$ cat src/rtl/regfile_wb_scheduler.sv
// Round-robin write-back arbiter (execute vs load return) with load busy scoreboard, hazard and forwarding.
// Latency: grant in cycle N drives wr_en/wr_addr/wr_data in N+1; a losing requester stalls until granted.
module regfile_wb_scheduler #(
    parameter int addr_w = 5,
    parameter int data_w = 32
) (
    input  logic                     clk,
    input  logic                     rst_n,
    input  logic                     ex_valid,
    input  logic [addr_w-1:0]        ex_addr,
    input  logic [data_w-1:0]        ex_data,
    output logic                     ex_ready,
    input  logic                     ld_valid,
    input  logic [addr_w-1:0]        ld_addr,
    input  logic [data_w-1:0]        ld_data,
    output logic                     ld_ready,
    input  logic                     ld_issue,
    input  logic [addr_w-1:0]        ld_issue_addr,
    input  logic [addr_w-1:0]        rs1_addr,
    input  logic [addr_w-1:0]        rs2_addr,
    input  logic [addr_w-1:0]        rd_addr,
    output logic                     hazard,
    output logic                     fwd1_hit,
    output logic                     fwd2_hit,
    output logic [data_w-1:0]        fwd_data,
    output logic                     wr_en,
    output logic [addr_w-1:0]        wr_addr,
    output logic [data_w-1:0]        wr_data,
    output logic [(1<<addr_w)-1:0]   busy,
    output logic                     sb_err
);
    localparam int nreg = 1 << addr_w;

    typedef struct packed {
        logic [addr_w-1:0] addr;
        logic [data_w-1:0] data;
    } wb_t;

    logic            pri_ld;
    logic            ex_elig;
    logic            ld_elig;
    logic            grant_ex;
    logic            grant_ld;
    wb_t             win;
    logic [nreg-1:0] busy_set;
    logic [nreg-1:0] busy_clr;
    logic            issue_err;
    logic            ret_err;

    // An execute write to a register with a load outstanding must wait so the older load cannot overwrite it.
    always_comb begin
        ex_elig  = ex_valid && ((ex_addr == '0) || !busy[ex_addr]);
        ld_elig  = ld_valid;
        grant_ld = ld_elig && (!ex_elig || pri_ld);
        grant_ex = ex_elig && (!ld_elig || !pri_ld);
    end

    assign ex_ready = rst_n & grant_ex;
    assign ld_ready = rst_n & grant_ld;

    always_comb begin
        win = grant_ld ? wb_t'{addr: ld_addr, data: ld_data}
                       : wb_t'{addr: ex_addr, data: ex_data};
    end

    // Set is applied after clear so a re-issue on the returning edge keeps the register busy.
    always_comb begin
        busy_set = '0;
        busy_clr = '0;
        if (ld_issue && (ld_issue_addr != '0))
            busy_set[ld_issue_addr] = 1'b1;
        if (grant_ld && (ld_addr != '0))
            busy_clr[ld_addr] = 1'b1;
        issue_err = ld_issue && (ld_issue_addr != '0) && busy[ld_issue_addr];
        ret_err   = grant_ld && !busy[ld_addr];
    end

    always_ff @(posedge clk or negedge rst_n) begin
        if (!rst_n) begin
            busy   <= '0;
            sb_err <= 1'b0;
        end else begin
            busy <= (busy & ~busy_clr) | busy_set;
            if (issue_err || ret_err)
                sb_err <= 1'b1;
        end
    end

    always_ff @(posedge clk or negedge rst_n) begin
        if (!rst_n) begin
            wr_en   <= 1'b0;
            wr_addr <= '0;
            wr_data <= '0;
            pri_ld  <= 1'b1;
        end else if (grant_ld || grant_ex) begin
            wr_en   <= (win.addr != '0);
            wr_addr <= win.addr;
            wr_data <= win.data;
            pri_ld  <= grant_ex;
        end else begin
            wr_en <= 1'b0;
        end
    end

    always_comb begin
        hazard = (busy[rs1_addr] && (rs1_addr != '0)) ||
                 (busy[rs2_addr] && (rs2_addr != '0)) ||
                 (busy[rd_addr]  && (rd_addr  != '0));
    end

    assign fwd1_hit = wr_en && (wr_addr == rs1_addr) && (rs1_addr != '0);
    assign fwd2_hit = wr_en && (wr_addr == rs2_addr) && (rs2_addr != '0);
    assign fwd_data = wr_data;

endmodule
$ cat config.mk
export PLATFORM = sky130hd
export DESIGN_NAME = regfile_wb_scheduler
export DESIGN_NICKNAME = d
export VERILOG_FILES = /design/src/rtl/regfile_wb_scheduler.sv
export SDC_FILE = /design/constraint.sdc
export NUM_CORES = 1
export LEC_CHECK = 0
export CAP_MARGIN = 40
export CORE_MARGIN = 8
export CORE_UTILIZATION = 42
export CTS_BUF_LIST = sky130_fd_sc_hd__clkbuf_8
export DETAILED_ROUTE_END_ITERATION = 8
export GPL_ROUTABILITY_DRIVEN = 0
export PLACE_DENSITY_LB_ADDON = 0.2
export SETUP_SLACK_MARGIN = 0.05
export SLEW_MARGIN = 20
export SYNTH_ARGS = -nofsm -noshare
export SYNTH_HDL_FRONTEND = slang
export SYNTH_SLANG_ARGS = --single-unit
$ cat constraint.sdc
create_clock -name clk -period 1.9 [get_ports clk]
set_input_delay 0.19 -clock clk [delete_from_list [all_inputs] [get_ports clk]]
set_output_delay 0.19 -clock clk [all_outputs]
set_load 0.03 [all_outputs]
Word-level counts from Yosys, hierarchy flattened
Cells that the tools add are included.
- input bits: 99
- word-level logic and storage cells: 76
- bits in registers: 72
- reductions and logical operators: 35
- multiplexer cells: 20
- magnitude comparators: 8
- equal/unequal tests: 2
- bitwise logic cells: 5
- operator list (kind ; number):
    2-to-1 mux 32 bit ; 2
    2-to-1 mux 37 bit ; 1
    < comparator 5 x 6 -> 1 bit (second input constant) ; 6
    AND 32 bit ; 1
    inverter 32 bit ; 1
    OR 32 bit ; 1
    binary-select mux 1 bit (select 5 bit) ; 6
    nonzero test 5 bit ; 6
    logical AND 1 bit ; 16
    demux 1 bit (select 5 bit) ; 2
    equality test 5 bit ; 2
    >= comparator 5 x 1 -> 1 bit (second input constant) ; 2
    2-to-1 mux 1 bit ; 9
    logical OR 1 bit ; 7
    zero test 1 bit ; 5
    zero test 5 bit ; 1
    AND 1 bit ; 2

Depth between registers and ports, before layout
Gate-level depths: netlist of the first run.
- word-level depth: 13
- gate-level depth with buffers: 10
- mapped depth without buffers: 6

Least setup slack after synthesis of the first run
OpenSTA, ideal clock, no wires.
- kind: register to output
- start point: register busy[1]
- end point: output port ex_ready
- path buffers: 1
- cell stages (with the launch flop): 8
- path slack: -530 ps
- arrival: 2240 ps
- cell sequence: dfrtp_1 -> mux2_4 -> a2111oi_2 -> a221o_1 -> and4_1 -> buf_2 -> nand2_1 -> nor2_1
- longest elaborated chain between the ends: 7
- RTL lines (element ; line ; text):
    from (decl) ; 29 ; output logic [(1<<addr_w)-1:0] busy,
    from (signal assigned) ; 83 ; busy <= (busy & ~busy_clr) | busy_set;
    binary-select mux 1 bit (select 5 bit) ; 52 ; ex_elig = ex_valid && ((ex_addr == '0) || !busy[ex_addr]);
    2-to-1 mux 1 bit (not written as such) ; 52 ;
    zero test 1 bit ; 52 ;
    logical OR 1 bit ; 52 ;
    logical AND 1 bit ; 52 ;
    logical AND 1 bit ; 55 ; grant_ex = ex_elig && (!ld_elig || !pri_ld);
    AND 1 bit ; 58 ; assign ex_ready = rst_n & grant_ex;
    to (decl) ; 12 ; output logic ex_ready,
Every way passes these cells. The select of a mux whose other input is x is not followed.

Final worst setup path of the first run
- start point: register busy[3]
- end point: output port hazard
- longest elaborated chain between the ends: 5
- elaborated cells on any way between the ends: 11
- RTL lines (element ; line ; text):
    binary-select mux 1 bit (select 5 bit), on equally long branches ; 106, 107 ;
    2-to-1 mux 1 bit, on equally long branches ; 106, 107 ;
    logical AND 1 bit, on equally long branches ; 106, 107 ;
    logical OR 1 bit ; 106 ; hazard = (busy[rs1_addr] && (rs1_addr != '0)) ||
    logical OR 1 bit * ; 107 ; (busy[rs2_addr] && (rs2_addr != '0)) ||
    to (decl) ; 22 ; output logic hazard,
Every way passes the cells marked *; elsewhere a longest branch is shown, timed or not. The select of a mux whose other input is x is not followed.

==> flow_summary_export.csv, run 1 <==
group,metric,value,unit
outcome,status,"finished with violations",
outcome,violations,"setup timing",
cts,h-tree-depth,3,
sta,maxSlewViolCount,0,
cts,cts.clk_slew.worst_paths,0.09,ns
power_and_ir_drop,p_clk_share,16.5,%
synth,synth-seq-area-share,31.39,%
power_and_ir_drop,p_int,5.439,mW
finish,area_growth,71.61,%
global_routing,grt_pass1_wl,38.85,mm
sta,min_period,2.590,ns
sta,min_period_over_period,136.3,%
critical_path,r2r_end,"busy[16]$_DFF_PN0_",
sta,tightest_slew,0.6357,ns
power_and_ir_drop,p_sw,3.964,mW
floorplanning,fp.dieH,132.9,um
global_routing,antenna_found_initial,0,
finish,final_nets,950,
critical_path,critPathLaunch,"busy[3]$_DFF_PN0_",
synth,yosys_warnings,0,
synth,synth.top_cell.area_share,30.94,%
synth,synth_ff_type,"dfrtp_1",
finish,fill_cells,905,
cts,clock_sinks,72,
floorplanning,dieArea,17670,um^2
floorplanning,coreArea,13300,um^2
critical_path,reg2reg_depth,10,
drt,dr.pass1.iters,6,
synth,synth-simple-area-share,12.03,%
drt,finalWirelength,25.49,mm
critical_path,endpoint,"hazard",
finish,final_cell_mix,"clkdlybuf4s50_1, buf_4, a211oi_2",
flow_run,maxCapViolCount,0,
drt,drc,0,
global_routing,grt_pass1_vias,6704,
global_routing,grt_usage,27.96,%
floorplanning,core.rowCount,42,
sta,clock_skew,0.01926,ns
sta,slew_headroom,57.62,%
power_and_ir_drop,finalPower,9.403,mW
critical_path,r2r-start,"busy[2]$_DFF_PN0_",
critical_path,critical_path.max_fanout,3,
worst_hold_path,worstHoldPathType,"input pin to register",
synth,synth_area_leaders,"dfrtp_1, mux4_2, a211oi_2, a41oi_1, a211oi_1",
synth,asyncSetResetFlopFracSynth,100.0,%
critical_path,crit_path_start_kind,"register",
power_and_ir_drop,swShare,42.16,%
power_and_ir_drop,max-vdd-ir-drop,471.5,uV
cts,clockBufferDepth,2,
drt,antenna_left,0,
finish,final_common_cell,"clkdlybuf4s50_1",
sta,rsz0062_at_grt,"true",
power_and_ir_drop,combPwrFrac,58.2,%
synth,synthCells,565,
floorplanning,ios,207,
synth,synth-edff-count,0,
critical_path,crit_arrival,2.40,ns
cts,cts_tree,"built",
sta,timing.final.setup_violations,75,
synth,synth_top_family_by_area,"compound AO/OA/AOI/OAI gates",
cts,insertion_delay,0.38,ns
sta,fmax,386.1,MHz
finish,diodes,0,
global_routing,grt_max_degree,73,
critical_path,cp-end-kind,"primary output",
sta,final-hold-violation-count,0,
cts,cts-root-buf,"clkbuf_8",
placement,port_buffers,206,
global_routing,overflow,0,
synth,ys_types,46,
sta,hold_ws,0.3601,ns
critical_path,critical_path_class,"register to primary output",
synth,synth-seq-cells,72,
synth,synth_mux_area_share,21.35,%
synth,synthAdderAreaFrac,0,%
synth,synth_compound_area_share,22.98,%
synth,syn_area_per_cell,10.16,um^2
critical_path,rrSetupSlack,-0.59,ns
drt,wl_per_cell,24.70,um
synth,synth_top_area_cell,"dfrtp_1",
finish,drive_gt1_share,42.17,%
drt,vias,6491,
power_and_ir_drop,powerDensity,954.1,nW/um^2
synth,synthXorXnorAreaFrac,1.373,%
cts,numCtsBuffers,9,
floorplanning,start_util,43.20,%
power_and_ir_drop,power_frac_seq,25.3,%
placement,hpwlAfterDp,17.85,mm
critical_path,required,1.71,ns
synth,syn_area,5743,um^2
power_and_ir_drop,p_leak,3.921,nW
sta,final.setup.worst_slack,-0.6901,ns
synth,synth_nets,664,
drt,drt_iter0_drc,873,
drt,viasPerCell,6.290,
floorplanning,die_w,132.9,um
-- power by group through the flow --
stage | Sequential, mW | Clock (mW) | Combinational (mW)
finish | 2.38 | 1.55 | 5.47
detailed placement | 2.38 | 0 | 4.88
global route | 2.40 | 1.62 | 5.66
global placement | 2.35 | 0 | 4.79
CTS | 2.35 | 1.55 | 5.34
floorplan | 2.97 | 0 | 2.07
-- metrics by stage --
| step | utilization (%) | std cells | area, um^2 | setup TNS, ns | setup slack, ns |
|---|---|---|---|---|---|
| 6_report | 74.13 | 1032 | 9856 | -38.46 | -0.6901 |
| 5_1_grt | 74.13 | 1032 | 9856 | -42.29 | -0.7347 |
| 4_1_cts | 73.09 | 1025 | 9718 | -36.83 | -0.6757 |
| 2_1_floorplan | - | 565 | 5988 | -13.55 | -0.2120 |
| 3_5_place_dp | 65.88 | 985 | 8758 | -64.03 | -1.024 |
| 3_3_place_gp | 65.88 | 985 | 8758 | -61.69 | -1.017 |
-- logic make-up (layout without fill, tap and decap cells) --
group,count (synthesis),in the layout
flops,72,72
mux,65,65
simple gates,139,139
compound gates,162,163
xor+xnor,9,9
buf+inv,118,408
-- flip-flops by register name, summed over array words and instances (netlist names) --
name	count
sb_err	1
pri_ld	1
wr_en	1
busy	32
fwd_data	32
wr_addr	5
-- critical path, stage by stage (launching register included) --
cell and delay (ns):
dfrtp_2 0.44, buf_4 0.16, mux2_4 0.26, nand2_2 0.06
o21ai_0 0.13, mux4_2 0.49, mux2i_1 0.19, o211ai_1 0.12
buf_4 0.18
-- layout make-up --
cell class              instances  area, um^2  area share (%)
clock buffers                   9       123.9           1.257
clock inverters                 7       118.9           1.206
inverters                      34       127.6           1.295
multi-input cells             376        3834           38.90
flip-flops and latches         72        1842           18.69
well taps                     176       220.2           2.234
repair buffers                358        3590           36.42
-- how the worst min path moves through the flow --
| stage | startpoint | to | depth (start not counted) |
|---|---|---|---|
| 2_1_floorplan | rst_n | busy[0]$_DFF_PN0_ | 0 |
| 3_3_place_gp | rst_n | fwd_data[1]$_DFFE_PN0P_ | 2 |
| 3_5_place_dp | rst_n | fwd_data[1]$_DFFE_PN0P_ | 2 |
| 4_1_cts | ld_data[5] | fwd_data[5]$_DFFE_PN0P_ | 3 |
| 5_1_grt | ld_data[20] | fwd_data[20]$_DFFE_PN0P_ | 3 |
| 6_report | ld_data[5] | fwd_data[5]$_DFFE_PN0P_ | 3 |
-- synthesized netlist by cell type, types with 2 or more instances --
library cell   n
nor3_1        36
a22oi_1        6
a211oi_1      35
nand4_1        3
a211oi_2      29
nor2b_1       12
mux4_2        45
o211a_1        5
o211ai_1       3
nand2_1       45
and3b_1        3
dfrtp_1       71
inv_1         34
o21ai_0        9
xor2_1         5
nor3b_1        3
a211o_1        2
a41oi_1       32
a21oi_1       35
and3_1         2
nand2b_1       6
buf_1          6
mux2_2         6
nor2_1        15
or3_1          5
buf_6          6
mux2i_1       13
clkbuf_1      29
buf_4         33
xnor2_1        4
buf_2         10
nor4_1         3
-- repair_timing --
| item | in CTS | in global routing |
|---|---|---|
| resized for setup | 99 | 21 |
| endpoints found under the hold margin | 71 | 0 |
| hold buffers | 1 | 0 |
| endpoints found under the setup margin | 80 | 86 |
| buffers inserted | 15 | 6 |
| pin swaps | 14 | 7 |
| cloned | 9 | 1 |
-- layer usage --
metal	global-route usage (%)	share of wire, %	vias up
li1	-	-	2716
met1	34.05	37	3187
met2	45.27	48	492
met3	7.305	11	96
met4	13.12	3.8	0
met5	0	0	-
(Power assumes the default switching activity.)
==> run 2, diff against run 1 <==
--- a/config.mk
+++ b/config.mk
@@ -7,7 +7,7 @@
 export LEC_CHECK = 0
 export CAP_MARGIN = 40
 export CORE_MARGIN = 8
-export CORE_UTILIZATION = 42
+export CORE_UTILIZATION = 35
 export CTS_BUF_LIST = sky130_fd_sc_hd__clkbuf_8
 export DETAILED_ROUTE_END_ITERATION = 8
 export GPL_ROUTABILITY_DRIVEN = 0
==> constraint.sdc (replaced) <==
create_clock -name clk -period 1.9 [get_ports clk]
set_input_delay 0.38 -clock clk [delete_from_list [all_inputs] [get_ports clk]]
set_output_delay 0.38 -clock clk [all_outputs]
set_load 0.03 [all_outputs]
==> run 2 against run 1 <==
The flow still finishes with violations (setup timing). Fmax is 4.3% lower. First-iteration DRC count is 40% lower. Core utilization is 12 points lower. Power is 2.8% lower. Clock skew is 0.00092 ns lower. Sequential cell count stayed put. Critical path type is now input pin to primary output. Wire length is 3.2% higher. Clock power is 6% lower. Sequential share of layout area is 0.54 points lower. Critical path depth is 2 lower. Combinational power is 5.1% lower. Die area is 17% higher.
==> flow_summary_export.csv, run 2 (synthesis gave the netlist of run 1 again) <==
group,metric,value,unit
cts,cts_tree,"built",
critical_path,crit_arrival,2.33,ns
finish,drive_gt1_share,44.95,%
cts,hold_buffers,0,
sta,final.setup.worst_slack,-0.8052,ns
cts,cts-root-buf,"clkbuf_8",
placement,dpl_cell_area,9009,um^2
drt,finalWirelength,26.30,mm
global_routing,antenna_found_initial,1,
cts,clockBufferDepth,2,
drt,vias,6292,
sta,clock_skew,0.01834,ns
floorplanning,die_w,144.1,um
floorplanning,start_util,35.26,%
drt,drc,0,
critical_path,reg2reg_depth,10,
critical_path,critical_path_class,"input pin to primary output",
power_and_ir_drop,max-vdd-ir-drop,412.0,uV
sta,min_period_over_period,142.4,%
placement,hpwlAfterDp,18.31,mm
sta,timing.final.setup_violations,76,
cts,numCtsBuffers,9,
finish,final_area,10160,um^2
sta,tightest_slew,0.5426,ns
drt,antenna_left,0,
cts,insertion_delay,0.38,ns
critical_path,critical_path.max_fanout,5,
sta,min_period,2.705,ns
sta,final-hold-violation-count,0,
global_routing,grt_pass1_wl,39.03,mm
critical_path,crit_chain,"clkdlybuf4s50_1 -> mux4_2 -> mux4_2 -> mux2i_2 -> o211ai_1 -> buf_4",
finish,area_growth,76.86,%
critical_path,r2r_end,"fwd_data[21]$_DFFE_PN0P_",
finish,final_cell_mix,"buf_4, clkdlybuf4s50_1, dlygate4sd2_1",
power_and_ir_drop,p_leak,4.160,nW
drt,drt_iter0_drc,524,
drt,met3_length,2.165,mm
critical_path,slowest_stage,"clkdlybuf4s50_1",
sta,fmax,369.7,MHz
finish,final_common_cell,"buf_4",
global_routing,grt_max_degree,73,
finish,fill_cells,1314,
drt,routed-wl-met2,13.44,mm
cts,h-tree-depth,3,
floorplanning,dieArea,20760,um^2
sta,hold_ws,0.06089,ns
drt,highest_layer,"met4",
floorplanning,ios,207,
outcome,violations,"setup timing",
floorplanning,fp.dieH,144.1,um
floorplanning,core.rowCount,47,
flow_run,maxCapViolCount,0,
critical_path,crit_path_start_kind,"input pin",
placement,port_buffers,206,
global_routing,grt_usage,25.06,%
drt,wl_per_cell,24.51,um
cts,clock_sinks,72,
global_routing,grt_pass1_vias,6607,
drt,dr.pass1.iters,5,
worst_hold_path,worstHoldPathType,"input pin to async pin",
cts,cts.clk_slew.worst_paths,0.09,ns
outcome,status,"finished with violations",
critical_path,rrSetupSlack,-0.64,ns
global_routing,overflow,0,
critical_path,path_depth,6,
sta,slew_headroom,63.83,%
drt,drt-met1-wl,9.748,mm
sta,maxSlewViolCount,0,
floorplanning,coreArea,16290,um^2
finish,final_nets,946,
drt,viasPerCell,5.864,
sta,rsz0062_at_grt,"true",
critical_path,required,1.52,ns
power_and_ir_drop,powerDensity,899.7,nW/um^2
critical_path,path_common_cell,"mux4_2",
critical_path,slowest_delay,0.61,ns
critical_path,r2r-start,"busy[1]$_DFF_PN0_",
critical_path,cp_num_buf_inv,2,
critical_path,cp-end-kind,"primary output",
critical_path,crit_family,"multiplexers",
[run 2: cell type report]
type                            count  area [um^2]  share of cell area [%]
Antenna cell                        1        2.502                 0.02464
Clock buffer                       10        137.6                   1.355
Clock inverter                      6        90.09                  0.8869
Inverter                           34        127.6                   1.256
Multi-Input combinational cell    376         3971                   39.10
Sequential cell                    72         1843                   18.14
Tap cell                          220        275.3                   2.710
Timing Repair Buffer              354         3710                   36.52
[run 2: worst max-delay path by stage]
stage | from | to | slack (ns)
finish | rd_addr[2] | hazard | -0.81
global route | busy[1]$_DFF_PN0_ | ld_ready | -0.87
CTS | busy[24]$_DFF_PN0_ | hazard | -0.79
detailed placement | ex_addr[0] | fwd_data[21]$_DFFE_PN0P_ | -1.02
global placement | ex_addr[0] | ld_ready | -1.0
floorplan | rd_addr[0] | hazard | -0.34
[run 2: what timing repair did]
action	4_1_cts	5_1_grt
buffers inserted	18	8
cloned	15	1
pin swaps	18	10
resized for setup	180	67
setup endpoints to repair	141	107
[run 2: per-stage QoR]
| step | std cells | total power, mW | utilization, % | worst slack [ns] | setup TNS, ns |
|---|---|---|---|---|---|
| 4_1_cts | 1069 | 9.004 | 60.93 | -0.7867 | -35.72 |
| 3_5_place_dp | 1022 | 7.341 | 55.30 | -1.020 | -72.15 |
| 6_report | 1073 | 9.138 | 62.36 | -0.8052 | -42.20 |
| 3_3_place_gp | 1022 | 7.253 | 55.30 | -0.9963 | -70.63 |
| 2_1_floorplan | 565 | 5.142 | - | -0.3435 | -14.73 |
| 5_1_grt | 1073 | 9.488 | 62.36 | -0.8702 | -50.17 |
[run 2: layer usage]
layer | vias up | GRT usage, %
met5 | - | 0
met2 | 360 | 42.28
met1 | 3140 | 29.17
met4 | 0 | 12.45
li1 | 2711 | -
met3 | 81 | 6.174
[run 2: where the power goes]
group	internal, mW	total (mW)	switching [mW]	leakage, nW
registers	1.91	2.49	0.585	0.797
clock network	0.783	1.46	0.675	0.113
logic	2.44	5.19	2.75	3.25
==> run 3, diff against run 2 <==
--- a/config.mk
+++ b/config.mk
@@ -6,7 +6,7 @@
 export NUM_CORES = 1
 export LEC_CHECK = 0
 export CAP_MARGIN = 40
-export CORE_MARGIN = 8
+export CORE_MARGIN = 2
 export CORE_UTILIZATION = 35
 export CTS_BUF_LIST = sky130_fd_sc_hd__clkbuf_8
 export DETAILED_ROUTE_END_ITERATION = 8
==> run 3 against run 2 <==
The flow still finishes with violations (setup timing). Worst setup slack got worse by 0.065 ns. Power down 0.24%. Sequential power shrank 4%. Register-to-register slack worse by 0.04 ns. Clock skew down 0.0094 ns. Sequential share of layout area about the same. Wire length is 3.6% lower.
==> flow_summary_export.csv, run 3 (synthesis gave the netlist of run 1 again) <==
group,metric,value,unit
cts,clockBufferDepth,2,
drt,wl_per_cell,23.43,um
global_routing,antenna_found_initial,0,
global_routing,grt_usage,28.28,%
critical_path,critical_path.max_fanout,3,
placement,hpwlAfterDp,17.78,mm
drt,finalWirelength,25.35,mm
floorplanning,dieArea,17450,um^2
floorplanning,core.rowCount,46,
critical_path,endpoint,"hazard",
sta,hold_ws,0.03749,ns
floorplanning,coreArea,15940,um^2
critical_path,path_common_cell,"mux4_2",
sta,rsz0062_at_grt,"true",
drt,viasPerCell,5.798,
drt,drt_iter0_drc,651,
critical_path,required,1.52,ns
critical_path,slowest_stage,"mux4_2",
global_routing,grt_pass1_vias,6545,
critical_path,reg2reg_depth,11,
sta,timing.final.setup_violations,76,
cts,cts.clk_slew.worst_paths,0.09,ns
sta,slew_headroom,60.22,%
cts,clock_sinks,72,
sta,final.setup.worst_slack,-0.8699,ns
finish,final_common_cell,"buf_4",
sta,final-hold-violation-count,0,
finish,final_area,10150,um^2
floorplanning,fp.dieH,132.1,um
critical_path,r2r-start,"busy[8]$_DFF_PN0_",
finish,drive_gt1_share,45.03,%
global_routing,grt_pass1_wl,38.04,mm
sta,tightest_slew,0.5966,ns
critical_path,cp-end-kind,"primary output",
sta,min_period,2.770,ns
outcome,status,"finished with violations",
cts,h-tree-depth,3,
critical_path,slowest_delay,0.49,ns
finish,final_nets,960,
placement,dpl_cell_area,8999,um^2
global_routing,grt_max_degree,73,
critical_path,critical_path_class,"register to primary output",
cts,numCtsBuffers,9,
drt,drc,0,
sta,clock_skew,0.008889,ns
floorplanning,ios,207,
drt,antenna_left,0,
floorplanning,die_w,132.1,um
drt,dr.pass1.iters,5,
power_and_ir_drop,p_leak,4.171,nW
cts,insertion_delay,0.38,ns
cts,cts_tree,"built",
sta,fmax,361.0,MHz
worst_hold_path,worstHoldPathType,"input pin to async pin",
cts,cts-root-buf,"clkbuf_8",
sta,maxSlewViolCount,0,
critical_path,crit_chain,"buf_12 -> mux4_2 -> mux4_2 -> mux2i_2 -> o211ai_1 -> buf_4",
finish,area_growth,76.69,%
critical_path,rrSetupSlack,-0.68,ns
finish,diodes,0,
sta,min_period_over_period,145.8,%
floorplanning,start_util,36.02,%
critical_path,crit_arrival,2.39,ns
critical_path,critPathLaunch,"busy[11]$_DFF_PN0_",
critical_path,crit_path_start_kind,"register",
power_and_ir_drop,powerDensity,898.4,nW/um^2
flow_run,maxCapViolCount,0,
finish,final_cell_mix,"buf_4, clkdlybuf4s50_1, dlygate4sd2_1",
drt,vias,6273,
outcome,violations,"setup timing",
placement,port_buffers,206,
power_and_ir_drop,max-vdd-ir-drop,431.7,uV
critical_path,r2r_end,"fwd_data[9]$_DFFE_PN0P_",
global_routing,overflow,0,
==> run 3: worst min-delay path by stage <==
stage,from,to,slack (ns),cells after the start
floorplan,rst_n,busy[0]$_DFF_PN0_,0.08,0
CTS,rst_n,busy[17]$_DFF_PN0_,0.08,2
detailed placement,rst_n,busy[11]$_DFF_PN0_,0.49,2
finish,rst_n,busy[8]$_DFF_PN0_,0.04,2
global placement,rst_n,busy[11]$_DFF_PN0_,0.50,2
global route,rst_n,busy[8]$_DFF_PN0_,0.08,2
==> run 3: stage by stage <==
step           setup slack, ns  power (mW)  TNS (ns)  std cells  utilization, %
2_1_floorplan          -0.3435       5.142    -14.73        565               -
3_3_place_gp            -1.390       7.248    -73.60       1025           56.44
3_5_place_dp            -1.415       7.336    -75.13       1025           56.44
4_1_cts                -0.8545       8.929    -41.75       1074           62.02
5_1_grt                -0.9287       9.430    -48.83       1082           63.65
6_report               -0.8699       9.116    -43.00       1082           63.65
==> run 3: worst max-delay path, delay by kind of cell, from the launching register on <==
| kind | cells | cell delay (ns) |
|---|---|---|
| flops | 1 | 0.44 |
| compound gates | 1 | 0.13 |
| mux | 3 | 1.12 |
| buf+inv | 2 | 0.33 |
==> run 3: timing repair <==
action                                  4_1_cts  5_1_grt
pin swaps                                    14       25
hold buffers                                  0        0
gates resized for setup                     176       72
endpoints found under the setup margin      147      109
gates cloned                                 10        4
buffers inserted                             23       12
==> run 3: layout make-up <==
class	instances	area [um^2]
Tap cell	216	270.3
Multi-Input combinational cell	376	3959
Timing Repair Buffer	368	3746
Clock buffer	10	137.6
Clock inverter	6	67.56
Fill cell	1317	5796
Sequential cell	72	1839
Inverter	34	127.6
==> run 3: power breakdown <==
| part | switching, mW | internal (mW) | leakage, nW |
|---|---|---|---|
| registers | 0.489 | 1.90 | 0.799 |
| clock network | 0.674 | 0.647 | 0.0989 |
| logic | 2.87 | 2.53 | 3.27 |
| total | 4.03 | 5.08 | 4.17 |
==> run 3: per-layer routing <==
layer	up-vias	global-route usage [%]	part of all wire (%)
met1	3111	35.88	40
met4	0	12.68	3.5
met3	77	5.998	8.3
met5	-	0	0
li1	2737	-	-
met2	348	46.50	48
